**src/rtl/rv_prog_encoder_if.sv**
```systemverilog
// Instruction-side handshake and memory-write bus of the RV32I program encoder.
interface rv_prog_encoder_if #(
   parameter int ADDR_W = 6
);
   logic                in_valid;
   logic                in_ready;
   logic [3:0]          in_op;
   logic [4:0]          in_rd;
   logic [4:0]          in_rs1;
   logic [4:0]          in_rs2;
   logic signed [12:0]  in_imm;
   logic                finish;
   logic                mem_we;
   logic [ADDR_W-1:0]   mem_addr;
   logic [31:0]         mem_wdata;
   logic                mem_ack;
   logic                done;
   logic                err;
   logic [7:0]          err_cnt;

   // Instruction source / memory side
   modport master (
      output in_valid, in_op, in_rd, in_rs1, in_rs2, in_imm, finish, mem_ack,
      input  in_ready, mem_we, mem_addr, mem_wdata, done, err, err_cnt
   );

   // Encoder side
   modport slave (
      input  in_valid, in_op, in_rd, in_rs1, in_rs2, in_imm, finish, mem_ack,
      output in_ready, mem_we, mem_addr, mem_wdata, done, err, err_cnt
   );
endinterface

```
**src/rtl/rv_prog_encoder.sv**
```systemverilog
// Packs symbolic RV32I instructions into machine words, writes them to
// sequential instruction-memory addresses and closes the program with a halt.
module rv_prog_encoder #(
   parameter int ADDR_W = 6,
   parameter int DEPTH  = 64
) (
   input  logic              clk,
   input  logic              rst_n,
   rv_prog_encoder_if.slave  bus
);

   typedef enum logic [1:0] {S_RUN, S_FULL, S_HALT, S_DONE} state_t;

   localparam logic [31:0]     HALT_WORD = 32'h0000_0063;   // BEQ x0,x0,0
   localparam logic [ADDR_W:0] PRE_FULL  = (ADDR_W+1)'(DEPTH-2);

   localparam logic [6:0] OPC_R = 7'b0110011;
   localparam logic [6:0] OPC_I = 7'b0010011;
   localparam logic [6:0] OPC_L = 7'b0000011;
   localparam logic [6:0] OPC_S = 7'b0100011;
   localparam logic [6:0] OPC_B = 7'b1100011;

   // Pure combinational field packing; op 14/15 yields 0 (never written).
   function automatic logic [31:0] enc_word(input logic [3:0] op,
                                            input logic [4:0] rd,
                                            input logic [4:0] rs1,
                                            input logic [4:0] rs2,
                                            input logic signed [12:0] imm);
      logic [31:0] w;
      w = '0;
      case (op)
         4'd0:  w = {7'b0000000, rs2, rs1, 3'b000, rd, OPC_R};
         4'd1:  w = {7'b0100000, rs2, rs1, 3'b000, rd, OPC_R};
         4'd2:  w = {7'b0000000, rs2, rs1, 3'b111, rd, OPC_R};
         4'd3:  w = {7'b0000000, rs2, rs1, 3'b110, rd, OPC_R};
         4'd4:  w = {7'b0000000, rs2, rs1, 3'b010, rd, OPC_R};
         4'd5:  w = {7'b0000000, rs2, rs1, 3'b100, rd, OPC_R};
         4'd6:  w = {imm[11:0], rs1, 3'b000, rd, OPC_I};
         4'd7:  w = {imm[11:0], rs1, 3'b111, rd, OPC_I};
         4'd8:  w = {imm[11:0], rs1, 3'b110, rd, OPC_I};
         4'd9:  w = {imm[11:0], rs1, 3'b000, rd, OPC_L};
         4'd10: w = {imm[11:0], rs1, 3'b010, rd, OPC_L};
         4'd11: w = {imm[11:5], rs2, rs1, 3'b000, imm[4:0], OPC_S};
         4'd12: w = {imm[11:5], rs2, rs1, 3'b010, imm[4:0], OPC_S};
         4'd13: w = {imm[12], imm[10:5], rs2, rs1, 3'b000, imm[4:1], imm[11], OPC_B};
         default: w = '0;
      endcase
      return w;
   endfunction

   // Unknown opcode, 12-bit immediate overflow on I/S types, odd branch offset.
   function automatic logic is_illegal(input logic [3:0] op,
                                       input logic signed [12:0] imm);
      logic bad;
      bad = 1'b0;
      if (op >= 4'd14)                      bad = 1'b1;
      else if (op >= 4'd6 && op <= 4'd12)   bad = (imm[12] != imm[11]);
      else if (op == 4'd13)                 bad = imm[0];
      return bad;
   endfunction

   state_t            r_state;
   state_t            w_next;
   logic              r_pend;
   logic [ADDR_W-1:0] r_addr;
   logic [31:0]       r_wdata;
   logic [ADDR_W:0]   r_cnt;
   logic              r_fin;
   logic              r_err;
   logic [7:0]        r_err_cnt;

   logic              w_in_ready;
   logic              w_hs;
   logic              w_ack;
   logic              w_illegal;
   logic [31:0]       w_word;
   logic              w_go_halt;

   assign w_ack      = bus.mem_ack & r_pend;
   assign w_in_ready = (~r_pend | bus.mem_ack) & (r_state == S_RUN) & ~r_fin;
   assign w_hs       = bus.in_valid & w_in_ready;
   assign w_illegal  = is_illegal(bus.in_op, bus.in_imm);
   assign w_word     = enc_word(bus.in_op, bus.in_rd, bus.in_rs1, bus.in_rs2, bus.in_imm);

   // State register
   always_ff @(posedge clk or negedge rst_n) begin
      if (!rst_n) r_state <= S_RUN;
      else        r_state <= w_next;
   end

   // Next state: the halt word is issued once finish is latched and the last word drains
   always_comb begin
      w_next    = r_state;
      w_go_halt = 1'b0;
      case (r_state)
         S_RUN: begin
            if (r_fin && (!r_pend || w_ack)) begin
               w_next    = S_HALT;
               w_go_halt = 1'b1;
            end else if (w_hs && !w_illegal && r_cnt == PRE_FULL) begin
               w_next = S_FULL;
            end
         end
         S_FULL: begin
            if (r_fin && (!r_pend || w_ack)) begin
               w_next    = S_HALT;
               w_go_halt = 1'b1;
            end
         end
         S_HALT:  if (w_ack) w_next = S_DONE;
         S_DONE:  w_next = S_DONE;
         default: w_next = S_RUN;
      endcase
   end

   // Pending write word, address counter, finish latch and error reporting
   always_ff @(posedge clk or negedge rst_n) begin
      if (!rst_n) begin
         r_pend    <= 1'b0;
         r_addr    <= '0;
         r_wdata   <= '0;
         r_cnt     <= '0;
         r_fin     <= 1'b0;
         r_err     <= 1'b0;
         r_err_cnt <= '0;
      end else begin
         r_err <= 1'b0;
         if (w_ack) begin
            r_pend <= 1'b0;
            r_addr <= r_addr + ADDR_W'(1);
         end
         if (w_hs) begin
            if (w_illegal) begin
               r_err <= 1'b1;
               if (r_err_cnt != 8'hFF) r_err_cnt <= r_err_cnt + 8'd1;
            end else begin
               r_pend  <= 1'b1;
               r_wdata <= w_word;
               r_cnt   <= r_cnt + (ADDR_W+1)'(1);
            end
         end
         if (w_go_halt) begin
            r_pend  <= 1'b1;
            r_wdata <= HALT_WORD;
         end
         if ((r_state == S_RUN || r_state == S_FULL) && bus.finish) r_fin <= 1'b1;
      end
   end

   assign bus.in_ready  = w_in_ready;
   assign bus.mem_we    = r_pend;
   assign bus.mem_addr  = r_addr;
   assign bus.mem_wdata = r_wdata;
   assign bus.done      = (r_state == S_DONE);
   assign bus.err       = r_err;
   assign bus.err_cnt   = r_err_cnt;

endmodule

```
**src/flat_wrapper.sv**
```systemverilog
// flat-port wrapper written by rule: the top's interface ports become plain ports
module rv_prog_encoder_flat 
#(
   parameter int ADDR_W = 6,
   parameter int DEPTH  = 64
)
  (clk, rst_n, bus_in_valid, bus_in_op, bus_in_rd, bus_in_rs1, bus_in_rs2, bus_in_imm, bus_finish, bus_mem_ack, bus_in_ready, bus_mem_we, bus_mem_addr, bus_mem_wdata, bus_done, bus_err, bus_err_cnt);
  rv_prog_encoder_if #(.ADDR_W(ADDR_W)) bus_i ();
  input  logic clk;
  input  logic rst_n;
  input wire logic [$bits(bus_i.in_valid)-1:0] bus_in_valid;
  input wire logic [$bits(bus_i.in_op)-1:0] bus_in_op;
  input wire logic [$bits(bus_i.in_rd)-1:0] bus_in_rd;
  input wire logic [$bits(bus_i.in_rs1)-1:0] bus_in_rs1;
  input wire logic [$bits(bus_i.in_rs2)-1:0] bus_in_rs2;
  input wire logic [$bits(bus_i.in_imm)-1:0] bus_in_imm;
  input wire logic [$bits(bus_i.finish)-1:0] bus_finish;
  input wire logic [$bits(bus_i.mem_ack)-1:0] bus_mem_ack;
  output wire logic [$bits(bus_i.in_ready)-1:0] bus_in_ready;
  output wire logic [$bits(bus_i.mem_we)-1:0] bus_mem_we;
  output wire logic [$bits(bus_i.mem_addr)-1:0] bus_mem_addr;
  output wire logic [$bits(bus_i.mem_wdata)-1:0] bus_mem_wdata;
  output wire logic [$bits(bus_i.done)-1:0] bus_done;
  output wire logic [$bits(bus_i.err)-1:0] bus_err;
  output wire logic [$bits(bus_i.err_cnt)-1:0] bus_err_cnt;
  assign bus_i.in_valid = bus_in_valid;
  assign bus_i.in_op = bus_in_op;
  assign bus_i.in_rd = bus_in_rd;
  assign bus_i.in_rs1 = bus_in_rs1;
  assign bus_i.in_rs2 = bus_in_rs2;
  assign bus_i.in_imm = bus_in_imm;
  assign bus_i.finish = bus_finish;
  assign bus_i.mem_ack = bus_mem_ack;
  assign bus_in_ready = bus_i.in_ready;
  assign bus_mem_we = bus_i.mem_we;
  assign bus_mem_addr = bus_i.mem_addr;
  assign bus_mem_wdata = bus_i.mem_wdata;
  assign bus_done = bus_i.done;
  assign bus_err = bus_i.err;
  assign bus_err_cnt = bus_i.err_cnt;
  rv_prog_encoder #(.ADDR_W(ADDR_W), .DEPTH(DEPTH)) u_core (.clk(clk), .rst_n(rst_n), .bus(bus_i));
endmodule
```
**config.mk**
```make
export PLATFORM = sky130hd
export DESIGN_NAME = rv_prog_encoder_flat
export DESIGN_NICKNAME = d
export VERILOG_FILES = /design/src/rtl/rv_prog_encoder_if.sv /design/src/rtl/rv_prog_encoder.sv /design/src/flat_wrapper.sv
export SDC_FILE = /design/constraint.sdc
export NUM_CORES = 1
export LEC_CHECK = 0
export BUFFER_PORTS_ARGS = -buffer_cell sky130_fd_sc_hd__buf_4
export CAP_MARGIN = 40
export CORE_MARGIN = 10
export CORE_UTILIZATION = 50
export CTS_BUF_LIST = sky130_fd_sc_hd__clkbuf_4 sky130_fd_sc_hd__clkbuf_8
export DETAILED_ROUTE_END_ITERATION = 10
export HOLD_SLACK_MARGIN = 0.1
export PLACE_DENSITY = 0.75
export SETUP_SLACK_MARGIN = 0.15
export SLEW_MARGIN = 40
export SYNTH_ARGS = -nofsm -noshare
export SYNTH_HDL_FRONTEND = slang
export SYNTH_SLANG_ARGS = --single-unit
```
**constraint.sdc**
```tcl
create_clock -name clk -period 2.6 [get_ports clk]
set_input_delay 0.13 -clock clk [delete_from_list [all_inputs] [get_ports clk]]
set_output_delay 0.13 -clock clk [all_outputs]
set_load 0.05 [all_outputs]
```
* Yosys cells after proc, flatten, opt, wreduce, memory -nomap -nowiden
Index checks and enable logic that the tools add are counted.
Operators by class: add/sub/neg operators 3, shift operators 0, reductions and logical operators 17, bitwise gates (word level) 8, mux-type cells 20, $mul 0, eq/ne operators 23, order comparisons 3, divide/modulo/power cells 0
Operator list (number):
- case mux 32 bit (14 select lines) | 1
- 2-to-1 mux 32 bit | 3
- == test 4 bit, second input constant | 6
- == test 4 x 3 -> 1 bit, second input constant | 4
- 2-to-1 mux 1 bit | 11
- adder 8 x 1 -> 8 bit, second input constant | 1
- == test 4 x 2 -> 1 bit, second input constant | 2
- 2-to-1 mux 2 bit | 4
- inequality test 8 bit, second input constant | 1
- case mux 2 bit (4 select lines) | 1
- adder 7 x 1 -> 7 bit, second input constant | 1
- == test 7 x 6 -> 1 bit, second input constant | 1
- adder 6 x 1 -> 6 bit, second input constant | 1
- AND reduction 3 bit | 2
- logical AND 1 bit | 5
- bitwise AND 1 bit | 4
- == test 2 bit, second input constant | 2
- == test 4 x 1 -> 1 bit, second input constant | 1
- >= comparator 4 x 3 -> 1 bit, second input constant | 1
- >= comparator 4 bit, second input constant | 1
- <= comparator 4 bit, second input constant | 1
- zero test 4 bit | 1
- inequality test 2 x 1 -> 1 bit, second input constant | 2
- AND reduction 2 bit | 2
- 11 further kinds | 15
Storage, ports and cells: bits in latches 0, memories 0, output and inout bits 50, bits in registers 58, bits of input ports 37, RAM bits 0, ROM bits 0

* Depth between registers and ports, before layout
Gate-level depths: netlist of the first run.
depth in word-level cells 10, mapped depth 8

* Worst setup path before layout of the first run
No wires, ideal clock.
path kind register -> register, from register u_core.r_pend, in the netlist u_core.bus.mem_we, to register u_core.r_wdata[11], in the netlist u_core.bus.mem_wdata[11], stages on the path, launching flop included 8, setup time 0.123 ns, path buffers 2, arrival 1.766 ns, setup slack 0.711 ns, period minus slack after synthesis 1.889 ns, cells stage by stage dfrtp_1 -> nand2b_1 -> nand4_1 -> or3_1 -> buf_4 -> buf_2 -> nand3_1 -> nand2_1
On the way: cells in the longest elaborated chain, start to end 7
Ends and longest elaborated chain:
- start: declaration | RTL line rv_prog_encoder.sv:64 | logic r_pend;
- start signal: assignment | RTL line rv_prog_encoder.sv:119 | r_pend <= 1'b0;
- start signal: assignment | RTL line rv_prog_encoder.sv:129 | r_pend <= 1'b0;
- start signal: assignment | RTL line rv_prog_encoder.sv:137 | r_pend <= 1'b1;
- bitwise AND 1 bit, or another cell as far along | RTL line rv_prog_encoder.sv:79 | assign w_ack = bus.mem_ack & r_pend;
- logical OR 1 bit or bitwise OR 1 bit (tied branches) | RTL line rv_prog_encoder.sv:97, rv_prog_encoder.sv:105, rv_prog_encoder.sv:80
- logical AND 1 bit or bitwise AND 1 bit (tied branches) | RTL line rv_prog_encoder.sv:97, rv_prog_encoder.sv:105, rv_prog_encoder.sv:80
- 2-to-1 mux 1 bit or bitwise AND 1 bit (tied branches) | RTL line rv_prog_encoder.sv:97, rv_prog_encoder.sv:105, rv_prog_encoder.sv:80
- 2-to-1 mux 1 bit or bitwise AND 1 bit (tied branches)
- inequality test 2 bit (no source line) or nonzero test 2 bit (tied branches)
- AND reduction 2 bit (no source line)
- end signal: assignment | RTL line rv_prog_encoder.sv:138 | r_wdata <= w_word;
- end: declaration | RTL line rv_prog_encoder.sv:66 | logic [31:0] r_wdata;
Parallel ways exist; a longest one is shown, timed or not. A chain may end at the register's enable or synchronous reset.

* Final worst setup path of the first run
from register u_core.r_pend, in the netlist u_core.bus.mem_we, to register u_core.r_state[0]
On the way: cells in the longest elaborated chain, start to end 9
Ends and longest elaborated chain:
- NOT 1 bit | RTL line rv_prog_encoder.sv:80 | assign w_in_ready = (~r_pend | bus.mem_ack) & (r_state == S_RUN) & ~r_fin;
- bitwise OR 1 bit | RTL line rv_prog_encoder.sv:80
- bitwise AND 1 bit (2 in series) | RTL line rv_prog_encoder.sv:80
- bitwise AND 1 bit | RTL line rv_prog_encoder.sv:81 | assign w_hs = bus.in_valid & w_in_ready;
- logical AND 1 bit (2 in series) | RTL line rv_prog_encoder.sv:100 | end else if (w_hs && !w_illegal && r_cnt == PRE_FULL) begin
- inequality test 3 bit (no source line)
- AND reduction 3 bit (no source line)
- end signal: assignment | RTL line rv_prog_encoder.sv:88 | else r_state <= w_next;
- end: declaration | RTL line rv_prog_encoder.sv:62 | state_t r_state;
Parallel ways exist; a longest one is shown, timed or not.

==> results_dict.tcl, run 1 <==
set metrics [dict create \
    post_cts_resized 0 \
    rsz0062_at_grt "no" \
    synth-edff-count 0 \
    drtPass1Iterations 4 \
    cts_tree "done" \
    hold_start "bus_in_op[3]" \
    finalClockSkew_ns 0.00762 \
    yosys-top-cells-area "dfrtp_1 47%, nand2_1 4.7%, nand3_1 4.6%" \
    core_area_sq_um 5610 \
    cts_made_buffers 5 \
    diodes 0 \
    start_util 0.527 \
    clkTransAtPathRegs_ns 0.10 \
    fin_crit_sh 0.694 \
    slew_headroom 0.544 \
    tns_ns 0 \
    port_buffers 84 \
    drive_gt1_frac 0.260 \
    finalSetupViolCount 0 \
    rr_startpoint "u_core.bus.mem_we" \
    yosysTopAreaCell "dfrtp_1" \
    hold_violations 0 \
    cp_top_family "simple AND/OR/NAND/NOR gates" \
    path_cells "nand2b_1 -> nand4_1 -> or3_1 -> buf_4 -> o32ai_1" \
    cts-root-buf "clkbuf_8" \
    yosys-top-cells-count "55 x dfrtp_1, 37 x nand2_1, 27 x nand3_1" \
    die_w_microns 96.9 \
    synth_ff_type "dfrtp_1" \
    pin_count 87 \
    crit_slowest_cell "or3_1" \
    critPathRequiredTime_ns 2.81 \
    dpl.cell_count 456 \
    worstPathArrival_ns 2.02 \
    synthDominantCellAreaShare 0.466 \
    h-tree-depth 2 \
    max_slew.worst_pin.slew_ns 0.684 \
    synth_seq_cells 55 \
    grt_max_degree 56 \
    gp_congestion 0.886 \
    timing.final.crit_period_ns 1.80 \
    drtIter0Drc 101 \
    clk_latency_ns 0.31 \
    ant_nets 0 \
    cp-startpoint "u_core.bus.mem_we" \
    worstRegToRegCells 5 \
    synthArstFlopShare 1.00 \
    grt_pass1_wl_microns 13100 \
    die-area_sq_um 9380 \
    antenna_found_initial 0 \
    yosysSeqAreaShare 0.466 \
    maxCapViolations 0 \
    yosys.cell_types.count 46 \
    critical-path-max-stage-delay_ns 0.41 \
    fmax_ghz 0.555 \
    path_buf_inv 1 \
    hpwl_microns 5600 \
    outcome "completed" \
    drc 0 \
    slew_violations 0 \
    cts_hold_buf 12 \
    final_cells 476 \
    cellLeakagePower_nw 1.93 \
    wl_per_cell_microns 16.6 \
    rows 27 \
    path_class "reg2reg" \
    vias_per_cell 5.63 \
    yosysWarnings 0 \
    cts_max_path_buffers 2 \
    grt_pass1_vias 2620 \
    min-delay-path-class "in2reg" \
    avgSynthCellArea_sq_um 9.20 \
    cp.depth 5 \
    drt_wl_total_microns 7900 \
    die_h_microns 96.9 \
    worstReg2RegEnd "u_core.r_state[0]" \
    cp_max_fo 19 \
    worstSetupEndpointType "register" \
    synthCells 321 \
    grt.overflow.total 0 \
    cp-start-kind "register" \
    post_cts_buffers 0 \
    vias 2680 \
    synth_area_sq_um 2950 \
    nNetsFinal 444 \
    reg2reg_slack_ns 0.80 \
    cp-endpoint "u_core.r_state[0]" \
    syn_to_final_growth_pct 29.5 \
    irDropWorstVdd_mv 0.238 \
    synth.most_common_cell "dfrtp_1" \
    grt_usage 0.161 \
    p_per_area_nw_per_um2 433 \
    cts_sinks 55 \
]
==> cell type report <==
cell class / count / area, sq um
clock buffer: 6 / 82.6
fill: 485 / 1780
clock inverter: 2 / 38.8
multi-input combinational: 237 / 1440
tap: 72 / 90.1
sequential: 55 / 1380
timing repair buffer: 100 / 781
inverter: 4 / 15.0
==> report_power, final <==
group | switching, mW | total [mW] | internal [mW]
Sequential | 0 | 0.855 | 0.855
Clock | 0.288 | 0.605 | 0.317
Combinational | 0.110 | 0.197 | 0.0869
Total | 0.398 | 1.66 | 1.26
==> cells by family after synthesis <==
| logic type | Yosys count | synth area share |
|---|---|---|
| DFF | 55 | 0.466 |
| xor gates and xnor gates | 21 | 0.0623 |
| adders and majority gates | 4 | 0.0169 |
| AOI/OAI and AO/OA | 79 | 0.171 |
| and+or+nand+nor | 126 | 0.215 |
| muxes | 5 | 0.0178 |
| other | 1 | 0.00127 |
| buffers and inverters | 30 | 0.0491 |
==> how the worst min path moves through the flow <==
| stage | end | slack, ns | cells after the start |
|---|---|---|---|
| detailed placement | u_core.bus.err_cnt[7] | 0.22 | 1 |
| finish | u_core.bus.mem_wdata[4] | 0.15 | 2 |
| floorplan | u_core.bus.err | -0.17 | 0 |
| global route | u_core.bus.mem_wdata[4] | 0.16 | 2 |
| CTS | u_core.bus.mem_wdata[4] | 0.15 | 2 |
| global placement | u_core.bus.err_cnt[3] | 0.21 | 1 |
==> layout by cell type, fill, tap and decap left out, types with 4 or more instances in the layout <==
cell / netlist / final
a21oi_1: 19 / 19
o21ai_0: 19 / 19
buf_4: 5 / 88
nand2_1: 37 / 37
nand3_1: 27 / 27
xnor2_1: 13 / 13
nand4_1: 9 / 9
a22oi_1: 10 / 10
and3_1: 4 / 4
a31oi_1: 7 / 7
dfrtp_1: 55 / 55
nor2_1: 15 / 15
clkbuf_8: 0 / 6
dlygate4sd3_1: 0 / 12
xor2_1: 8 / 8
ha_1: 4 / 4
nor2b_1: 13 / 13
o2bb2ai_1: 4 / 4
or3_1: 4 / 4
inv_1: 4 / 4
==> routing by layer <==
layer	global-route usage	routed length [microns]
met5	0	0
met4	0.0271	43
met3	0.0454	542
met2	0.260	3880
met1	0.213	3430
==> stage by stage <==
step	cell area (sq um)	utilization	hold slack [ns]	worst slack [ns]	total power, mW
6_report	3820	0.682	0.152	0.797	1.66
5_1_grt	3820	0.682	0.163	0.623	1.73
4_1_cts	3820	0.682	0.145	0.780	1.67
3_5_place_dp	3580	0.639	0.221	0.746	1.05
3_3_place_gp	3580	0.639	0.215	0.783	1.05
2_1_floorplan	2960	-	-0.166	0.711	0.973
==> worst reg2reg max path, stage by stage, from the launching register on <==
cell	delay, ns
dfrtp_1	0.40
nand2b_1	0.18
nand4_1	0.22
or3_1	0.41
buf_4	0.22
o32ai_1	0.28
==> state kept, by name (all words and copies together), names as in the netlist <==
register / cells
u_core.r_state: 2
u_core.bus.mem_addr: 6
u_core.bus.mem_wdata: 29
u_core.bus.mem_we: 1
u_core.r_cnt: 7
u_core.r_fin: 1
u_core.bus.err_cnt: 8
u_core.bus.err: 1
(Power assumes the default switching activity.)
==> run 2: changes to the inputs <==
- ABC_AREA: unset -> 1
- clock period: 2.6 -> 1.7 ns (I/O delays scaled with it)
==> run 2 against run 1 <==
Effect of this change: sequential power is 53% higher; clock power is 52% higher; fmax is 23% higher; worst hold slack worse by 0.037 ns; sequential share of layout area is 0.48 points lower; die area is 2.9% lower; synthesized cell count is 11% higher; sequential cell count stayed put; highest routed layer unchanged.
==> results_dict.tcl, run 2 <==
set metrics [dict create \
    rows 27 \
    synth_seq_cells 55 \
    nNetsFinal 503 \
    seqPwrFrac 0.528 \
    path_buf_inv 2 \
    synth.most_common_cell "nand2_1" \
    worstRegToRegCells 9 \
    cp_max_fo 10 \
    cp-start-kind "register" \
    p_per_area_nw_per_um2 636 \
    power_mw 2.48 \
    path_class "reg2reg" \
    path_cells "nor2_1 -> nand3_1 -> nor2_2 -> inv_2 -> nor2_8 -> nor2_2 -> buf_4 -> nand2_1 -> nand2_1" \
    placed_area_sq_um 3570 \
    cp_top_family "simple AND/OR/NAND/NOR gates" \
    p_switching_mw 0.574 \
    die-area_sq_um 9110 \
    gr-usage-met3 0.0511 \
    clk_latency_ns 0.31 \
    yosysTopAreaCell "dfrtp_1" \
    pin_count 87 \
    worstPathArrival_ns 1.67 \
    drtPass1Iterations 4 \
    clkPwrFrac 0.372 \
    finalSetupViolCount 0 \
    yosys-top-cells-count "139 x nand2_1, 55 x dfrtp_1, 35 x inv_1" \
    wl_per_cell_microns 14.0 \
    synthCells 355 \
    min_to "u_core.bus.mem_wdata[14]" \
    swShare 0.232 \
    slew_violations 0 \
    finalClockSkew_ns 0.00560 \
    synth-edff-count 0 \
    slew_headroom 0.544 \
    synthArstFlopShare 1.00 \
    combPwrFrac 0.100 \
    maxCapViolations 0 \
    yosys.cell_types.count 30 \
    drt_wl_total_microns 7510 \
    grt_pass1_wl_microns 12200 \
    hold_violations 0 \
    final_cell_mix "139 x nand2_1, 91 x buf_4, 49 x dfrtp_1, 35 x inv_1, 19 x o21ai_0" \
    rsz0062_at_grt "yes" \
    h-tree-depth 2 \
    grtUsageMet1 0.190 \
    fin_crit_sh 0.863 \
    hold_depth 5 \
    largest_reg_flops 29 \
    critical-path-max-stage-delay_ns 0.43 \
    reg2reg_slack_ns 0.23 \
    drive_gt1_frac 0.279 \
    worstReg2RegEnd "u_core.bus.mem_wdata[15]" \
    tns_ns 0 \
    met2_usage 0.295 \
    ant_nets 0 \
    gp_congestion 0.838 \
    clkTransAtPathRegs_ns 0.10 \
    whs_ns 0.115 \
    cts_made_buffers 5 \
    min-delay-path-class "in2reg" \
    hold_start "bus_in_op[0]" \
    die_h_microns 95.5 \
    cts_sinks 55 \
    cts-root-buf "clkbuf_8" \
    drc 0 \
    final_common_cell "nand2_1" \
    grt.overflow.total 0 \
    crit_slowest_cell "dfrtp_1" \
    vias_per_cell 4.93 \
    yosysWarnings 0 \
    internal-power_mw 1.90 \
    outcome "completed" \
    busiest_layer "met2" \
    core_area_sq_um 5510 \
    port_buffers 84 \
    fmax_ghz 0.682 \
    timing.final.crit_period_ns 1.47 \
    antenna_found_initial 0 \
    grt_max_degree 56 \
    grt_usage 0.167 \
    stdcell_area_sq_um 3900 \
    syn_to_final_growth_pct 36.9 \
    max_slew.worst_pin.slew_ns 0.684 \
    start_util 0.517 \
    yosys-top-cells-area "dfrtp_1 48%, nand2_1 18%, inv_1 4.6%" \
    worst_slack_ns 0.233 \
    hpwl_microns 5590 \
    diodes 0 \
    cellLeakagePower_nw 2.22 \
    die_w_microns 95.5 \
    rr_startpoint "u_core.r_state[0]" \
    yosysSeqAreaShare 0.484 \
    worstSetupEndpointType "register" \
    cts_tree "done" \
    grt_pass1_vias 2583 \
    synth_area_sq_um 2850 \
    irDropWorstVdd_mv 0.327 \
    synthDominantCellAreaShare 0.484 \
    cts_max_path_buffers 2 \
    synth_ff_type "dfrtp_1" \
    avgSynthCellArea_sq_um 8.02 \
    vias 2638 \
    preCtsSetupSlack_ns 0.193 \
    critPathRequiredTime_ns 1.91 \
    drtIter0Drc 129 \
]
run 2: cell count changes after synthesis, sizes merged, moves of 5 or more:
cell / delta
inv: +35
xor2: +5
xnor2: -8
nand4: -6
nand3: -7
a21oi: -14
nor2b: -13
clkbuf: -14
a31oi: -7
a22oi: -9
nand2: +109
run 2: through the flow:
| stage | utilization | std cells |
|---|---|---|
| finish | 0.708 | 535 |
| global route | 0.708 | 535 |
| CTS | 0.700 | 532 |
| detailed placement | 0.648 | 508 |
| global placement | 0.648 | 508 |
| floorplan | - | 356 |
run 2: repair_timing:
item                                    CTS  global route
endpoints found under the setup margin    0            36
hold buffers                             16             0
setup buffers                             0             3
hold endpoints to repair                 71             0
resized for setup                         0             6
run 2: worst max-delay path by stage:
stage | from | end | slack (ns) | depth (start not counted)
2_1_floorplan | u_core.bus.err_cnt[0] | u_core.bus.err_cnt[5] | 0.13 | 8
3_3_place_gp | u_core.r_state[1] | u_core.bus.mem_wdata[13] | 0.22 | 9
3_5_place_dp | u_core.r_state[1] | u_core.bus.mem_wdata[20] | 0.19 | 9
4_1_cts | u_core.r_state[1] | u_core.bus.mem_wdata[20] | 0.17 | 9
5_1_grt | u_core.r_state[0] | u_core.bus.mem_wdata[17] | 0.11 | 9
6_report | u_core.r_state[0] | u_core.bus.mem_wdata[15] | 0.23 | 9
run 2: per-layer routing:
metal,routed length (microns),share of wire
met5,0,0
met4,110,0.015
met3,549,0.073
met2,3860,0.51
met1,2990,0.40
run 2: cell type report:
class | count | area [sq um]
inverter | 40 | 154
sequential | 55 | 1380
clock inverter | 2 | 38.8
timing repair buffer | 110 | 890
clock buffer | 6 | 82.6
multi-input combinational | 250 | 1260
fill | 450 | 1610
tap | 72 | 90.1
run 2: logic make-up after synthesis:
group | synth area share
XOR/XNOR | 0.0554
adder cells (fa/ha/maj) | 0.0176
AND/OR/NAND/NOR | 0.283
flip-flops | 0.484
buffers and inverters | 0.0875
AO/OA/AOI/OAI | 0.0677
other | 0.00132
multiplexers | 0.00396
run 2: power by group through the flow:
| stage | registers (mW) | logic, mW | clock network (mW) |
|---|---|---|---|
| 6_report | 1.31 | 0.248 | 0.921 |
| 3_5_place_dp | 1.33 | 0.216 | 0 |
| 5_1_grt | 1.31 | 0.275 | 1.00 |
| 2_1_floorplan | 1.33 | 0.0994 | 0 |
| 4_1_cts | 1.31 | 0.248 | 0.948 |
| 3_3_place_gp | 1.33 | 0.213 | 0 |
run 2: worst reg2reg max path: stages, from the launching register on:
cell     delay, ns
dfrtp_1       0.43
nor2_1        0.12
nand3_1       0.11
nor2_2        0.15
inv_2         0.09
nor2_8        0.12
nor2_2        0.07
buf_4         0.17
nand2_1       0.07
nand2_1       0.04
